## config.mk

```make
export PLATFORM = sky130hd
export DESIGN_NAME = aes_arbiter
export DESIGN_NICKNAME = d
export VERILOG_FILES = /design/src/rtl/aes_arbiter.sv
export SDC_FILE = /design/constraint.sdc
export NUM_CORES = 1
export LEC_CHECK = 0
export ABC_AREA = 0
export BUFFER_PORTS_ARGS = -buffer_cell sky130_fd_sc_hd__clkbuf_2
export CAP_MARGIN = 20
export CORE_AREA = 2 2 455 457
export CTS_CLUSTER_DIAMETER = 150
export DETAILED_ROUTE_END_ITERATION = 16
export DIE_AREA = 0 0 457 459
export PLACE_DENSITY = 0.44
export SYNTH_ARGS = -nofsm -noshare
export SYNTH_HDL_FRONTEND = slang
export SYNTH_SLANG_ARGS = --single-unit
```

## constraint.sdc

```tcl
create_clock -name i_Clk -period 2.51 [get_ports i_Clk]
set_input_delay 0.3765 -clock i_Clk [delete_from_list [all_inputs] [get_ports i_Clk]]
set_output_delay 0.3765 -clock i_Clk [all_outputs]
set_load 0.01 [all_outputs]
```

## src/rtl/aes_arbiter.sv

```systemverilog
// aes_arbiter: round-robin arbiter that shares one AES core between two
// requesters.
//   i_Clk, i_Rst (async, active low)
//   i_ReqN / i_EncN / i_TextN / i_KeyN : job request + operands per requester
//   o_AckN       : one-cycle pulse, job accepted (START cycle)
//   o_ValidN     : one-cycle pulse, o_DataN holds a new result (RESP cycle)
//   o_DataN      : last result for requester N, held until overwritten
//   o_Timeout    : one-cycle pulse, job aborted by the watchdog
//   o_Busy       : high whenever the FSM is not IDLE
//   o_AesStart/o_AesEnc/o_AesText/o_AesKey : request side of the AES core
//   i_AesData/i_AesDone                   : response side of the AES core
// Every output is a flop loaded from the next-state values.
module aes_arbiter #(
  parameter int TIMEOUT = 40
) (
  input  logic         i_Clk,
  input  logic         i_Rst,
  input  logic         i_Req0,
  input  logic         i_Req1,
  input  logic         i_Enc0,
  input  logic         i_Enc1,
  input  logic [127:0] i_Text0,
  input  logic [127:0] i_Text1,
  input  logic [127:0] i_Key0,
  input  logic [127:0] i_Key1,
  output logic         o_Ack0,
  output logic         o_Ack1,
  output logic         o_Valid0,
  output logic         o_Valid1,
  output logic [127:0] o_Data0,
  output logic [127:0] o_Data1,
  output logic         o_Timeout,
  output logic         o_Busy,
  output logic         o_AesStart,
  output logic         o_AesEnc,
  output logic [127:0] o_AesText,
  output logic [127:0] o_AesKey,
  input  logic [127:0] i_AesData,
  input  logic         i_AesDone
);
  typedef enum logic [1:0] {IDLE = 2'd0, START = 2'd1, WAIT = 2'd2, RESP = 2'd3} state_e;

  localparam logic [5:0] CNT_LAST = 6'(TIMEOUT - 1);

  state_e       state_q, state_d;
  logic [5:0]   cnt_q, cnt_d;
  logic         hit_q, hit_d;
  logic         last_q, last_d;
  logic         gnt_q, gnt_d;
  logic         hold_enc_q, hold_enc_d;
  logic [127:0] hold_text_q, hold_text_d;
  logic [127:0] hold_key_q, hold_key_d;
  logic         abort;
  logic         drv;

  logic         ack0_q, ack0_d, ack1_q, ack1_d;
  logic         vld0_q, vld0_d, vld1_q, vld1_d;
  logic [127:0] data0_q, data0_d, data1_q, data1_d;
  logic         tmo_q, tmo_d, busy_q, busy_d, start_q, start_d;
  logic         aenc_q, aenc_d;
  logic [127:0] atext_q, atext_d, akey_q, akey_d;

  // State register plus all datapath and output flops.
  always_ff @(posedge i_Clk or negedge i_Rst) begin
    if (!i_Rst) begin
      state_q     <= IDLE;
      cnt_q       <= '0;
      hit_q       <= 1'b0;
      last_q      <= 1'b1;  // requester 0 wins the first tie
      gnt_q       <= 1'b0;
      hold_enc_q  <= 1'b0;
      hold_text_q <= '0;
      hold_key_q  <= '0;
      ack0_q      <= 1'b0;
      ack1_q      <= 1'b0;
      vld0_q      <= 1'b0;
      vld1_q      <= 1'b0;
      data0_q     <= '0;
      data1_q     <= '0;
      tmo_q       <= 1'b0;
      busy_q      <= 1'b0;
      start_q     <= 1'b0;
      aenc_q      <= 1'b0;
      atext_q     <= '0;
      akey_q      <= '0;
    end else begin
      state_q     <= state_d;
      cnt_q       <= cnt_d;
      hit_q       <= hit_d;
      last_q      <= last_d;
      gnt_q       <= gnt_d;
      hold_enc_q  <= hold_enc_d;
      hold_text_q <= hold_text_d;
      hold_key_q  <= hold_key_d;
      ack0_q      <= ack0_d;
      ack1_q      <= ack1_d;
      vld0_q      <= vld0_d;
      vld1_q      <= vld1_d;
      data0_q     <= data0_d;
      data1_q     <= data1_d;
      tmo_q       <= tmo_d;
      busy_q      <= busy_d;
      start_q     <= start_d;
      aenc_q      <= aenc_d;
      atext_q     <= atext_d;
      akey_q      <= akey_d;
    end
  end

  // Next state. The counter compare is registered (hit_q), so the abort
  // decision lands one cycle after the counter reads TIMEOUT-1; a done in
  // that same cycle still takes priority.
  always_comb begin
    state_d     = state_q;
    cnt_d       = cnt_q;
    hit_d       = 1'b0;
    last_d      = last_q;
    gnt_d       = gnt_q;
    hold_enc_d  = hold_enc_q;
    hold_text_d = hold_text_q;
    hold_key_d  = hold_key_q;
    abort       = 1'b0;
    case (state_q)
      IDLE: begin
        if (i_Req0 || i_Req1) begin
          gnt_d       = (i_Req0 && i_Req1) ? ~last_q : i_Req1;
          last_d      = gnt_d;
          hold_enc_d  = gnt_d ? i_Enc1  : i_Enc0;
          hold_text_d = gnt_d ? i_Text1 : i_Text0;
          hold_key_d  = gnt_d ? i_Key1  : i_Key0;
          state_d     = START;
        end
      end
      START: begin
        cnt_d   = '0;
        state_d = WAIT;
      end
      WAIT: begin
        cnt_d = cnt_q + 6'd1;
        hit_d = (cnt_q == CNT_LAST);
        if (i_AesDone) begin
          state_d = RESP;
        end else if (hit_q) begin
          state_d = IDLE;
          abort   = 1'b1;
        end
      end
      RESP:    state_d = IDLE;
      default: state_d = IDLE;
    endcase
  end

  // Output next values, decoded from the next state.
  always_comb begin
    drv     = (state_d == START) || (state_d == WAIT);
    ack0_d  = (state_d == START) && !gnt_d;
    ack1_d  = (state_d == START) &&  gnt_d;
    vld0_d  = (state_d == RESP)  && !gnt_d;
    vld1_d  = (state_d == RESP)  &&  gnt_d;
    start_d = (state_d == START);
    busy_d  = (state_d != IDLE);
    tmo_d   = abort;
    aenc_d  = drv && hold_enc_d;
    atext_d = drv ? hold_text_d : '0;
    akey_d  = drv ? hold_key_d  : '0;
    data0_d = data0_q;
    data1_d = data1_q;
    // Core done is only honoured while waiting on it.
    if (state_q == WAIT && i_AesDone) begin
      if (gnt_q) data1_d = i_AesData;
      else       data0_d = i_AesData;
    end
  end

  assign o_Ack0     = ack0_q;
  assign o_Ack1     = ack1_q;
  assign o_Valid0   = vld0_q;
  assign o_Valid1   = vld1_q;
  assign o_Data0    = data0_q;
  assign o_Data1    = data1_q;
  assign o_Timeout  = tmo_q;
  assign o_Busy     = busy_q;
  assign o_AesStart = start_q;
  assign o_AesEnc   = aenc_q;
  assign o_AesText  = atext_q;
  assign o_AesKey   = akey_q;

endmodule

```

======== Yosys cells after proc, flatten, opt, wreduce, memory -nomap -nowiden ========
Cells that the tools add are included.
operators by class
  muxes and demuxes ....................... 23
  reductions and logical operators ........ 16
  $add $sub $neg .......................... 1
  bitwise logic cells ..................... 2
  eq/ne operators ......................... 7
operator list
  kind                                                                    number
  128-bit two-way mux                                                     8
  6-bit one-hot mux with 2 select lines                                   1
  1-bit two-way mux                                                       10
  2-bit equality test (second input constant)                             4
  2-bit one-hot mux with 4 select lines                                   1
  1-bit logical AND                                                       7
  6-bit by 1-bit adder with 6-bit output (second input constant)          1
  6-bit equality test (second input constant)                             1
  2-bit two-way mux                                                       3
  2-bit AND reduction                                                     3
  2-bit by 1-bit equality test with 1-bit output (second input constant)  2
  2-bit nonzero test                                                      2
  2-bit logical NOT                                                       1
  1-bit logical OR                                                        2
  1-bit inverter                                                          2
  1-bit logical NOT                                                       1
word-level totals
  bits of input ports ..................... 647
  word-level logic and storage cells ...... 69
  output and inout port bits .............. 520
  flip-flop bits (word level) ............. 788

======== Depth between registers and ports, before layout ========
Gate-level depths: netlist (run 1).
  depth in word-level cells ............... 6
  depth in mapped cells ................... 9
  mapped depth without buffers ............ 6

======== Least setup slack after synthesis (run 1) ========
Ideal clock, no wire load.
  path type ............................... flip-flop to flip-flop
  from .................................... register state_q[1]
  to ...................................... register atext_q[100] (netlist: o_AesText[100])
  path slack .............................. 520 ps
  buffers on the path ..................... 3
  cell stages (with the launch flop) ...... 10
  setup time .............................. 127 ps
  required time ........................... 2,383 ps
  clock period less this slack ............ 1,990 ps
  data arrival time ....................... 1,863 ps
  cells stage by stage .................... dfrtp_1 -> inv_1 -> ha_1 -> or3b_1 -> nand2_1 -> a211o_1 -> buf_2 -> buf_6 -> buf_6 -> a21boi_2
between the ends
  longest elaborated chain between the ends .. 6
  elaborated cells between the ends (all ways) .. 13
  classes of those cells .................. 5 x eq/ne; 6 x mux; 2 x reduce/logical
RTL lines
  element                                                                                       line  source
  from (decl)                                                                                   45    state_e state_q, state_d;
  from (signal assigned)                                                                        87    state_q <= state_d;
  2-bit two-way mux                                                                             143   end else if (hit_q) begin
  2-bit two-way mux                                                                             141   if (i_AesDone) begin
  2-bit one-hot mux with 4 select lines                                                         123   case (state_q)
  2-bit by 1-bit equality test with 1-bit output / 2-bit equality test (equally long branches)  155   drv = (state_d == START) || (state_d == WAIT);
  1-bit logical OR                                                                              155
  128-bit two-way mux *                                                                         164   atext_d = drv ? hold_text_d : '0;
  named net atext_d[100]                                                                        61    logic [127:0] atext_q, atext_d, akey_q, akey_d;
  to (signal assigned)                                                                          105   atext_q <= atext_d;
  to (decl)                                                                                     61
The timed path passes the listed nets; every way through them passes the cells marked *.
A chain may end at the register's enable or synchronous reset.

======== Worst setup path in the final report (run 1) ========
  from .................................... input i_Req0
  to ...................................... register akey_q[68] (netlist: o_AesKey[68])
between the ends
  longest elaborated chain between the ends .. 6
  elaborated cells between the ends (all ways) .. 12
  classes of those cells .................. 2 x eq/ne; 7 x mux; 3 x reduce/logical
RTL lines
  element                   line  source
  from (decl)               18    input logic i_Req0,
  1-bit logical AND         126   gnt_d = (i_Req0 && i_Req1) ? ~last_q : i_Req1;
  1-bit two-way mux         126
  128-bit two-way mux       130   hold_key_d = gnt_d ? i_Key1 : i_Key0;
  128-bit two-way mux *     125   if (i_Req0 || i_Req1) begin
  128-bit two-way mux *     123
  named net hold_key_d[68]  52    logic [127:0] hold_key_q, hold_key_d;
  128-bit two-way mux *     165   akey_d = drv ? hold_key_d : '0;
  named net akey_d[68]      61
  to (signal assigned)      106   akey_q <= akey_d;
  to (decl)                 61
Marked as above.

==> results.txt, run 1 <==
The worst endpoint data arrival time was 3.06 ns. The run gives 0 as the number of endpoints with negative hold slack in the final report. The sequential element share of the synthesized area is 62.2%. Cells fill 24.4% of the core in the end.

The die is 459 um tall. The actual slew at the worst max-slew pin was 0.504 ns; the number of placement rows was 167. Based on the critical path, the design can be clocked at up to 407 MHz. The first-pass detailed-route iteration total was 5; the total power per unit cell area was 1180 mW/mm^2. In the final design database the tool counted 4737 nets.

The global placement routability congestion was 0.873; the number of endpoints failing setup at the final stage was 0. Entering global routing, the biggest net connects 79 pins. In the layout the commonest cells are sky130_fd_sc_hd__clkbuf_2, sky130_fd_sc_hd__dfrtp_1, sky130_fd_sc_hd__dlygate4sd3_1. In this run the static leakage power is 23.9 nW. Setup slack on the worst reg-to-reg path comes out at 0.10 ns.

The post-synthesis register bit count came out at 788. The standard cell core area is 0.206 mm^2, and the cell depth of the worst min-delay path is 3. The root cell of the clock tree was sky130_fd_sc_hd__clkbuf_16. The clock tree synthesis step divided the H-tree into 3 levels.

In the finished design, the share of the clock period the worst path needs comes to 98.0%. Of the total power, the clock network draws 23.9%. The internal power consumption was 0.0371 W.

STA classifies the critical path endpoint as a flop. Hold timing on the final database bottoms out at a slack of 0.0772 ns. The tools report the detailed placer's ending HPWL as 113 mm. Summed over all failing endpoints, the final setup total negative slack is 0 ns. The maximum fanout along the worst path works out to 36. Most common library cell in the layout ignoring fill and taps: sky130_fd_sc_hd__clkbuf_2. The number of violations reported at the end of detailed-routing iteration 0 came out at 1046. In the final layout, the multi-input gates occupy 0.0108 mm^2. Of the post-synthesis cell area, the dominant cell type holds 62.1%. The number of setup buffers added after CTS is 0.

Counting every net in the synthesized netlist gives 2965. By startpoint and endpoint, the worst setup path is classified as in2reg. After clock tree synthesis, the clock-pin slew on the worst setup and hold paths is 0.06 ns.

The worst hold path belongs to the class in2reg. The floorplan step set the die width to 457 um. The critical path contains buffers and inverters numbering 5 combined. For the worst-skew pair, the clock arrives at the later sink with an insertion delay of 0.73 ns. The synthesis-to-finish area growth was 58.4%.

The longest clock path from root to sink contains 3 buffers. The via count normalized by instance count works out to 3.63. The wire length after detailed routing was 143 mm. The post-route minimum period was 2.46 ns; the clock tree skew after final layout was 0.0407 ns.

The net switching fraction of the power was 37.0%; the routed via count was 24900. Largest vdd supply drop: 0.566 mV. Sorting the synthesized cells by area gives the leading types as sky130_fd_sc_hd__dfrtp_1, sky130_fd_sc_hd__mux2_2, sky130_fd_sc_hd__mux2i_1.

Headroom to the max-slew limit came out at 66.3%. Traced cell by cell, the critical path runs through dlygate4sd3_1 -> clkbuf_2 -> a21boi_4 -> buf_12 -> buf_12 -> mux2i_1 -> dlygate4sd3_1 -> o21ai_1 -> a21boi_2. The post-route netlist has 46.3% of its cells at a drive strength greater than 1.

The number of clock buffers added by TritonCTS is 93. The flow ran to the end, and the final reports show no timing, DRC or antenna violations. For this design, the slowest cell found on the critical path is sky130_fd_sc_hd__dlygate4sd3_1.

Summed over all nets, the switching power comes to 0.0218 W. In this run the most critical hold path is launched from i_Key0[19]. The number of warnings reported in the yosys synthesis log is 0.

After synthesis the cells add up to 0.0317 mm^2. Cell type with the highest aggregate area in the netlist: sky130_fd_sc_hd__dfrtp_1. The number of buffers added on ports is 1166, and the via count of the first global-routing pass is 26700.

The logic depth of the worst register-to-register path is 8. Across the run, the number of max-cap violations was 0. The sequential share of power came out at 34.6%. The cell family contributing the most delay on the critical path is buffers and inverters.

Setup repair after global routing left no endpoint under its margin. The logs give 30 for the number of antenna violations at the first check in global routing and 0 for the aggregate global routing overflow. In this run the critical register-to-register path is captured at hold_text_q[57]. The tools report the total clock sinks as 788. The number of different library cells used by synthesis comes to 40. For this configuration, the core starts out at a cell density of 15.4%. On the worst path, the slowest cell contributes a delay of 0.62 ns. The number of pins exceeding their max-slew limit in the final report was 0. The tools report the combined global-route utilization of all metal layers as 13.2%.

The start of the worst register-to-register path was state_q[1]. The floorplan die area is 0.210 mm^2, and the number of remaining DRC errors is 0. The run gives 0.0197 mm^2 as the footprint of the flip-flops and latches.

TritonCTS built the clock tree. In this run, the combinational gates consume 41.5% of the power. STA classifies the critical path startpoint as an input port.

Total I/O pin count: 1167. In the final routed layout, each cell accounts on average for 20.8 um. Mean area per synthesized cell: 13.7 um^2.

The layout has 21900 filler cells. The endpoint of the worst hold path was hold_key_q[19]. The detail route stage leaves a number of antenna-violating nets equal to 0.

For the worst setup path, the data required time is 3.11 ns. Counting every instance in the synthesized netlist gives 2314. The first global-routing pass estimated 198 mm of wire.
flip-flops by register name, indices dropped and copies added (netlist names):
register	count
o_Data1	128
gnt_q	1
o_Busy	1
o_Data0	128
o_AesKey	128
hit_q	1
hold_text_q	128
state_q	2
last_q	1
o_Ack0	1
hold_key_q	128
o_Timeout	1
o_AesText	128
o_Valid1	1
o_Ack1	1
hold_enc_q	1
o_Valid0	1
cnt_q	6
o_AesStart	1
o_AesEnc	1
metal layers:
layer	vias to the layer above	GRT usage, %	wire, um
met5	-	0	108
met1	12200	15.0	56100
met2	956	21.5	66300
met3	204	5.33	13600
li1	11600	-	-
met4	16	6.20	6600
repair_timing:
action / CTS / global route
hold endpoints to repair: 640 / 0
hold buffers: 537 / 0
gates resized for setup: 0 / 3
setup endpoints to repair: 0 / 35
power by group through the flow:
stage,registers [W],logic (W),clock network [W]
floorplan,0.0215,0.0123,0
detailed placement,0.0206,0.0241,0
finish,0.0204,0.0245,0.0141
global route,0.0210,0.0269,0.0152
CTS,0.0205,0.0252,0.0147
global placement,0.0206,0.0238,0
tightest hold or removal path, delay by kind of cell:
family,cells,cell delay (ns)
AOI/OAI and AO/OA,1,0.22
buffers and inverters,1,0.07
muxes,1,0.08
cells in the mapped netlist, drive strengths merged:
cell type,number
a211o,1
a211oi,1
a21boi,258
a21oi,4
a22o,2
a22oi,2
a31oi,2
and2,1
and3,1
buf,133
clkbuf,40
dfrtp,787
dfstp,1
ha,4
inv,8
mux2,256
mux2i,257
nand2,263
nand2b,2
nand3,5
nand3b,1
nand4,2
nor2,2
nor2b,5
nor3b,3
nor4,1
o21ai,267
o22ai,1
o41ai,1
or3,1
or3b,1
xor2,1
final cells by class:
type / count / share of cell area [%]
Antenna cell: 13 / 0.0648
Inverter: 8 / 0.0598
Timing Repair Buffer: 1850 / 25.9
Clock inverter: 33 / 0.930
Multi-Input combinational cell: 1345 / 21.6
Clock buffer: 135 / 5.43
Sequential cell: 788 / 39.3
Tap cell: 2704 / 6.74
how the worst max path moves through the flow:
stage                     startpoint  cells past startpoint  slack [ns]               to
after global placement    state_q[1]                      8         0.1    o_AesText[91]
after floorplan           state_q[1]                      9        0.52   o_AesText[100]
after global routing      state_q[0]                      9       0.005  hold_text_q[57]
after detailed placement  state_q[1]                      8        0.11    o_AesText[72]
final                         i_Req0                      9        0.05     o_AesKey[68]
after CTS                 state_q[1]                      8        0.06  hold_text_q[57]
cell families (layout without fill, tap and decap cells):
family | Yosys count | in the layout | synth area share, %
AOI/OAI and AO/OA | 539 | 539 | 13.0
xor gates and xnor gates | 1 | 1 | 0.0276
adders and majority gates | 4 | 4 | 0.158
buffers and inverters | 181 | 2026 | 3.70
DFF | 788 | 788 | 62.2
muxes | 513 | 513 | 17.2
other | 0 | 13 | 0
and+or+nand+nor | 288 | 288 | 3.62
stage by stage:
stage                     worst slack (ns)  power [W]  cell area [um^2]  cells
final                               0.0504     0.0590             50200   6876
after global placement              0.0954     0.0444             41600   6157
after detailed placement             0.111     0.0447             41600   6157
after floorplan                      0.520     0.0339             31700   2314
after global routing               0.00516     0.0631             50200   6867
after CTS                           0.0574     0.0604             50100   6862
(Power assumes the default switching activity.)
==> inputs of run 2 (changes only) <==
PLACE_DENSITY = default   (was 0.44)
==> results.txt, run 2 (synthesized netlist as in run 1, its figures left out) <==
The max-cap violation count is 0, and the maximum fanout along the worst path is 30. Of the cells placed in the final design, the portion with a size suffix greater than 1 is 47.2%. The number of remaining DRC errors was 0; the required time at the endpoint of the critical path was 3.10 ns. After floorplanning, the core was divided into 167 placement rows. The clock drives 788 sinks. In this run the worst hold path is classified as in2reg.

1167 I/O pins were placed. Timing would allow up to 403 MHz. The number of buffers added on ports works out to 1166.

Setup repair after global routing could not meet its margin everywhere. Most common library cell in the layout ignoring fill and taps: sky130_fd_sc_hd__clkbuf_2. After global routing the overflow that remains totals 0. The flow ran to the end, and the final reports show no timing, DRC or antenna violations.

At the end of routability-driven placement, the weighted congestion stood at 0.894. For the static leakage, the log shows 23.6 nW. The slowest stage of the critical path belongs to the cell sky130_fd_sc_hd__dlygate4sd3_1. The tools report the element type at the critical path start as an input port. VDD sags by at most 0.741 mV.

The run gives 0.210 mm^2 as the floorplan die area. The number of endpoints with negative hold slack in the final report came out at 0. Maximum clock path buffer count: 3.

Dividing total power by cell area gives a power density of 1220 mW/mm^2. The tools report the routed via count as 25200. Detailed placement ended at an HPWL of 123 mm. In this run the number of H-tree levels came out at 3.

Entering global routing, the biggest net connects 99 pins. The footprint of the flip-flops and latches was 0.0197 mm^2; the synthesis-to-finish area growth was 56.5%. For the insertion delay to the later sink of the worst-skew pair, the log shows 0.73 ns. The count of nets left with antenna violations once routing finished came out at 0.

The tools report the via count of the first global-routing pass as 26100. In this run the tightest slew margin relative to its limit is 58.3%. Clock-pin slew was measured on the worst setup and hold paths at 0.06 ns.

The tools report the startpoint of the worst setup timing path as i_Req0. For the smallest hold slack, the log shows 0.0635 ns. The area of the multi-input gates came out at 0.0109 mm^2.

The number of pins exceeding their max-slew limit in the final report was 0. The critical path goes through dlygate4sd3_1 -> clkbuf_2 -> a21boi_4 -> buf_12 -> buf_16 -> mux2i_1 -> dlygate4sd3_1 -> o21ai_1 -> a21boi_2. The number of antenna violations at the first check in global routing was 42; the number of nets in the layout was 4676. In the layout the commonest cells are sky130_fd_sc_hd__clkbuf_2, sky130_fd_sc_hd__dfrtp_1, sky130_fd_sc_hd__dlygate4sd3_1. For the final database, setup skew stands at 0.0353 ns. TritonCTS built the clock tree. The period utilization was 99.0%. Once layout is complete, the cells apart from fillers number 6818. The tree is rooted in a sky130_fd_sc_hd__clkbuf_16.

The height of the die is 459 um. Critical hold path startpoint: i_Key1[30]. TritonCTS created 90 clock buffers. The worst endpoint data arrival time is 3.07 ns, and the post-placement cell count is 6149.

Switching power total: 0.0231 W. The worst setup path is captured at a flop. Counting stages on the worst path, the most repeated cell is sky130_fd_sc_hd__dlygate4sd3_1. The clock network power share came out at 24.0%. In this run the critical register-to-register path is launched from last_q. The run gives 206 mm as the wire length of the first global-routing pass. The number of violations reported at the end of detailed-routing iteration 0 was 1507; the post-route minimum period was 2.48 ns. Global routing used 14.1% of the available tracks. The net switching fraction of the power is 38.2%.

Setup violations remaining at the end of the flow were counted as 0. The combinational fraction of design power was 42.1%. At the pin with the least slew margin, the transition time is 0.625 ns. After filler insertion, the fill cell instance count of the layout stands at 21600. For the first-pass detailed-route iteration total, the log shows 5. Via count normalized by instance count: 3.70. The worst setup path is of the in2reg kind. The internal power of the cells totals 0.0374 W.

Measured along the x axis, the die boundary spans 457 um. The largest single stage delay on the critical path is 0.62 ns. The tools report the effective utilization at floorplan as 15.4%. The floorplan step defined a core boundary enclosing 0.206 mm^2. After detailed routing, the average wire length per cell comes to 22.5 um. The sequential share of power came out at 33.9%.

For this block, the routed nets add up to 153 mm of wire.
==> run 2: stage by stage <==
step | setup slack (ns) | area, um^2 | utilization (%) | TNS, ns | power (W)
floorplan | 0.520 | 31700 | - | 0 | 0.0339
global placement | 0.145 | 41300 | 20.1 | 0 | 0.0449
detailed placement | 0.0738 | 41300 | 20.1 | 0 | 0.0455
CTS | 0.0132 | 49400 | 24.0 | 0 | 0.0613
global route | -0.0177 | 49600 | 24.1 | -0.0177 | 0.0642
finish | 0.0257 | 49600 | 24.1 | 0 | 0.0604
==> run 2: what timing repair did <==
action | CTS | global route
hold buffers | 483 | 0
endpoints found under the hold margin | 458 | 0
setup endpoints to repair | 0 | 225
setup buffers | 0 | 2
gates resized for setup | 0 | 13
==> run 2: path summary, 6_finish.rpt <==
path	to	cells past startpoint	slack (ns)
setup / recovery	o_AesText[77]	9	0.03
hold / removal	hold_key_q[30]	3	0.06
setup reg to reg	o_AesText[77]	7	0.06
hold reg to reg	hold_text_q[18]	2	0.48
max in group asynchronous	hold_text_q[23]	3	1.25
min in group asynchronous	o_Data0[96]	2	0.21
==> run 2: power by group through the flow <==
stage	Clock [W]	Sequential, W	Combinational [W]
2_1_floorplan	0	0.0215	0.0123
3_3_place_gp	0	0.0206	0.0243
3_5_place_dp	0	0.0207	0.0248
4_1_cts	0.0150	0.0205	0.0258
5_1_grt	0.0155	0.0211	0.0277
6_report	0.0145	0.0205	0.0255
==> run 2: layout make-up <==
class / count / share of cell area, %
clock buffers: 116 / 5.08
diodes: 17 / 0.0858
clock inverters: 48 / 1.50
inverters: 8 / 0.0606
well taps: 2704 / 6.82
multi-input cells: 1345 / 21.9
flip-flops and latches: 788 / 39.8
repair buffers: 1792 / 24.7
==> run 2: per-layer routing <==
layer  track usage (%)  share of wire, %
met1              15.9                39
met2              22.5                46
met3              6.08                11
met4              7.21               5.0
met5                 0             0.041
==> run 2: critical path: cells and delay by family <==
kind	cells	cell delay [ns]
compound gates	3	0.51
buf+inv	5	1.87
mux	1	0.28
==> inputs of run 3 (changes only) <==
BUFFER_PORTS_ARGS = default   (was -buffer_cell sky130_fd_sc_hd__clkbuf_2)
CTS_BUF_LIST = sky130_fd_sc_hd__clkbuf_8   (was default)
DONT_BUFFER_PORTS = 1   (was default)
MAX_ROUTING_LAYER = met4   (was default)
==> results.txt, run 3 (synthesized netlist as in run 1, its figures left out) <==
The run finished, with violations left. The checks that failed: negative hold slack. Pin placement for this block handled 1167 I/O pins.

The number of endpoints with negative hold slack in the final report is 452. Based on the critical path, the design can be clocked at up to 402 MHz. Including well taps, the total number of placed cells is 4915. The worst path in the final design needs a cycle of 2.49 ns, including I/O delays and setup. Once layout is complete, the utilization of the core stands at 21.7%. The detail route stage leaves a number of antenna-violating nets equal to 0.

The element type at the critical path end was a flop. Cell internal power was estimated by the tool at 0.0328 W. The critical path goes through a21boi_4 -> buf_12 -> buf_16 -> mux2i_1 -> dlygate4sd3_1 -> o21ai_1 -> a21boi_1.

The effective utilization at floorplan was 15.4%. The met2 wire length is 70.7 mm, and the logic depth of the worst register-to-register path is 7. Root cell of the clock tree: sky130_fd_sc_hd__clkbuf_8. The number of clock buffers added by TritonCTS is 140. TritonCTS built the clock tree. The aggregate global routing overflow came out at 0. STA classifies the critical path startpoint as a flop. The worst-path cell with the longest stage delay was sky130_fd_sc_hd__dlygate4sd3_1. The number of hold buffers added after CTS was 653. The library cell used most frequently in the layout, excluding fill and tap cells, is sky130_fd_sc_hd__dfrtp_1. Measured along the x axis, the die boundary spans 457 um. The run gives 3670 as the number of nets in the layout.

The number of endpoints failing setup at the final stage is 0, and the post-CTS clock slew at the launch and capture registers of the worst setup and hold paths is 0.07 ns. The total power per unit cell area works out to 1230 mW/mm^2. After detailed routing, the number of vias per cell comes to 3.81. The maximum fanout along the worst path was 31; the actual slew at the worst max-slew pin was 1.09 ns.

The logs give 115 mm for the detailed placer's ending HPWL and 19.1 nW for the static leakage. After floorplanning, the core was sized to cover 0.206 mm^2. The top cell types in the final layout, fill and taps aside, are sky130_fd_sc_hd__dfrtp_1, sky130_fd_sc_hd__dlygate4sd3_1, sky130_fd_sc_hd__nand2_1. For flop-to-flop paths, the worst setup slack is 0.02 ns.

After detailed routing, the number of remaining DRC violations is 0. The final cell count without fillers was 5875. Counting along the longest clock path gives a buffer depth of 3. For the combined global-route utilization of all metal layers, the log shows 14.6%. Wire length after detailed routing: 155 mm. The worst setup path is of the reg2reg kind.

The die covers 0.210 mm^2. The share of post-route cells with drive strength above 1 is 24.0%, and the relative slew slack is 27.3%. Wire segments on met3 add up to 19.9 mm in the final route. Net switching is 40.1% of the power. The class of the worst hold path is in2async. The instance area after placement is 0.0349 mm^2, and the first-pass detailed-route iteration total is 5.

The clock arrives with 0.0336 ns of skew. The worst-case IR drop observed on VDD is 0.640 mV. The pin count of the biggest net entering global routing came out at 789. The combinational fraction of design power was 31.7%; the global placement routability congestion was 1.07.

In this run the power spent charging and discharging nets is 0.0220 W. After layout, the worst path uses 99.1% of the clock period. The logs give 0 for the number of pins exceeding their max-slew limit in the final report and 22.9% for the clock network power share. The insertion delay to the later sink of the worst-skew pair was 0.90 ns; the summed area of non-filler cells in the final layout was 0.0447 mm^2.

The area growth from synthesis to layout is 41.0%. The H-tree was split into 4 levels. The number of antenna violations at the first check in global routing was 58. In the final routing, the length of wire on met1 measures 55.2 mm. The total clock sinks is 788.

STA puts the critical path data required time at 3.27 ns. The number of buffers added on ports is 0. The number of violations reported at the end of detailed-routing iteration 0 is 1466.

The smallest hold slack was -0.816 ns. For the routed via count, the log shows 22400. After floorplanning, the core was divided into 167 placement rows. The highest layer touched by signal routing is met4. For the sequential share of power, the log shows 45.4%. The worst endpoint data arrival time came out at 3.25 ns.

The tool flagged a number of max-cap violations equal to 0. The height of the die was 459 um. The tools report the reg-to-reg critical path endpoint as o_AesText[32]. The run gives 23600 as the via count of the first global-routing pass. In this design, the stage delay of the slowest critical-path cell is 0.59 ns. Start of the worst register-to-register path: last_q. The run gives 203 mm as the wire length of the first global-routing pass. After detailed routing, the average wire length per cell comes to 26.5 um.
[run 3: through the flow]
step | total power [W] | TNS (ns) | setup slack [ns]
finish | 0.0549 | 0 | 0.0216
global route | 0.0583 | -0.0518 | -0.0345
CTS | 0.0554 | 0 | 0.0170
detailed placement | 0.0413 | 0 | 0.0818
global placement | 0.0408 | 0 | 0.109
floorplan | 0.0339 | 0 | 0.520
[run 3: area by class of cell]
class / instances / area, um^2
Tap cell: 2704 / 3380
Clock buffer: 172 / 2370
Antenna cell: 53 / 133
Inverter: 8 / 30.0
Fill cell: 21600 / 161000
Multi-Input combinational cell: 1345 / 10800
Sequential cell: 788 / 19700
Clock inverter: 69 / 505
Timing Repair Buffer: 736 / 7700
[run 3: what timing repair did]
action / 4_1_cts / 5_1_grt
gates resized for setup: 0 / 10
endpoints found under the hold margin: 1561 / 452
setup endpoints to repair: 0 / 129
setup buffers: 0 / 6
[run 3: power by group through the flow]
stage,Clock (W),Sequential (W),Combinational [W]
floorplan,0,0.0215,0.0123
global placement,0,0.0254,0.0154
detailed placement,0,0.0254,0.0159
CTS,0.0131,0.0253,0.0170
global route,0.0136,0.0257,0.0190
finish,0.0126,0.0249,0.0174
[run 3: per-layer routing]
metal / vias up / global-route usage (%)
li1: 9530 / -
met1: 11200 / 14.9
met2: 1341 / 22.0
met3: 313 / 7.88
met4: 0 / 8.88
met5: - / -
[run 3: worst max-delay path by stage]
stage / start / endpoint / slack (ns) / cells past startpoint
detailed placement: state_q[1] / o_AesKey[69] / 0.08 / 8
floorplan: state_q[1] / o_AesText[100] / 0.52 / 9
global placement: state_q[1] / o_AesKey[125] / 0.11 / 8
finish: last_q / o_AesText[32] / 0.02 / 7
global route: last_q / o_AesText[32] / -0.03 / 7
CTS: state_q[1] / o_AesKey[47] / 0.02 / 8
[run 3: critical path: cells and delay by family (launching register included)]
kind,cells,cell delay [ns]
buf+inv,3,1.07
mux,1,0.13
flops,1,0.38
compound gates,3,0.70
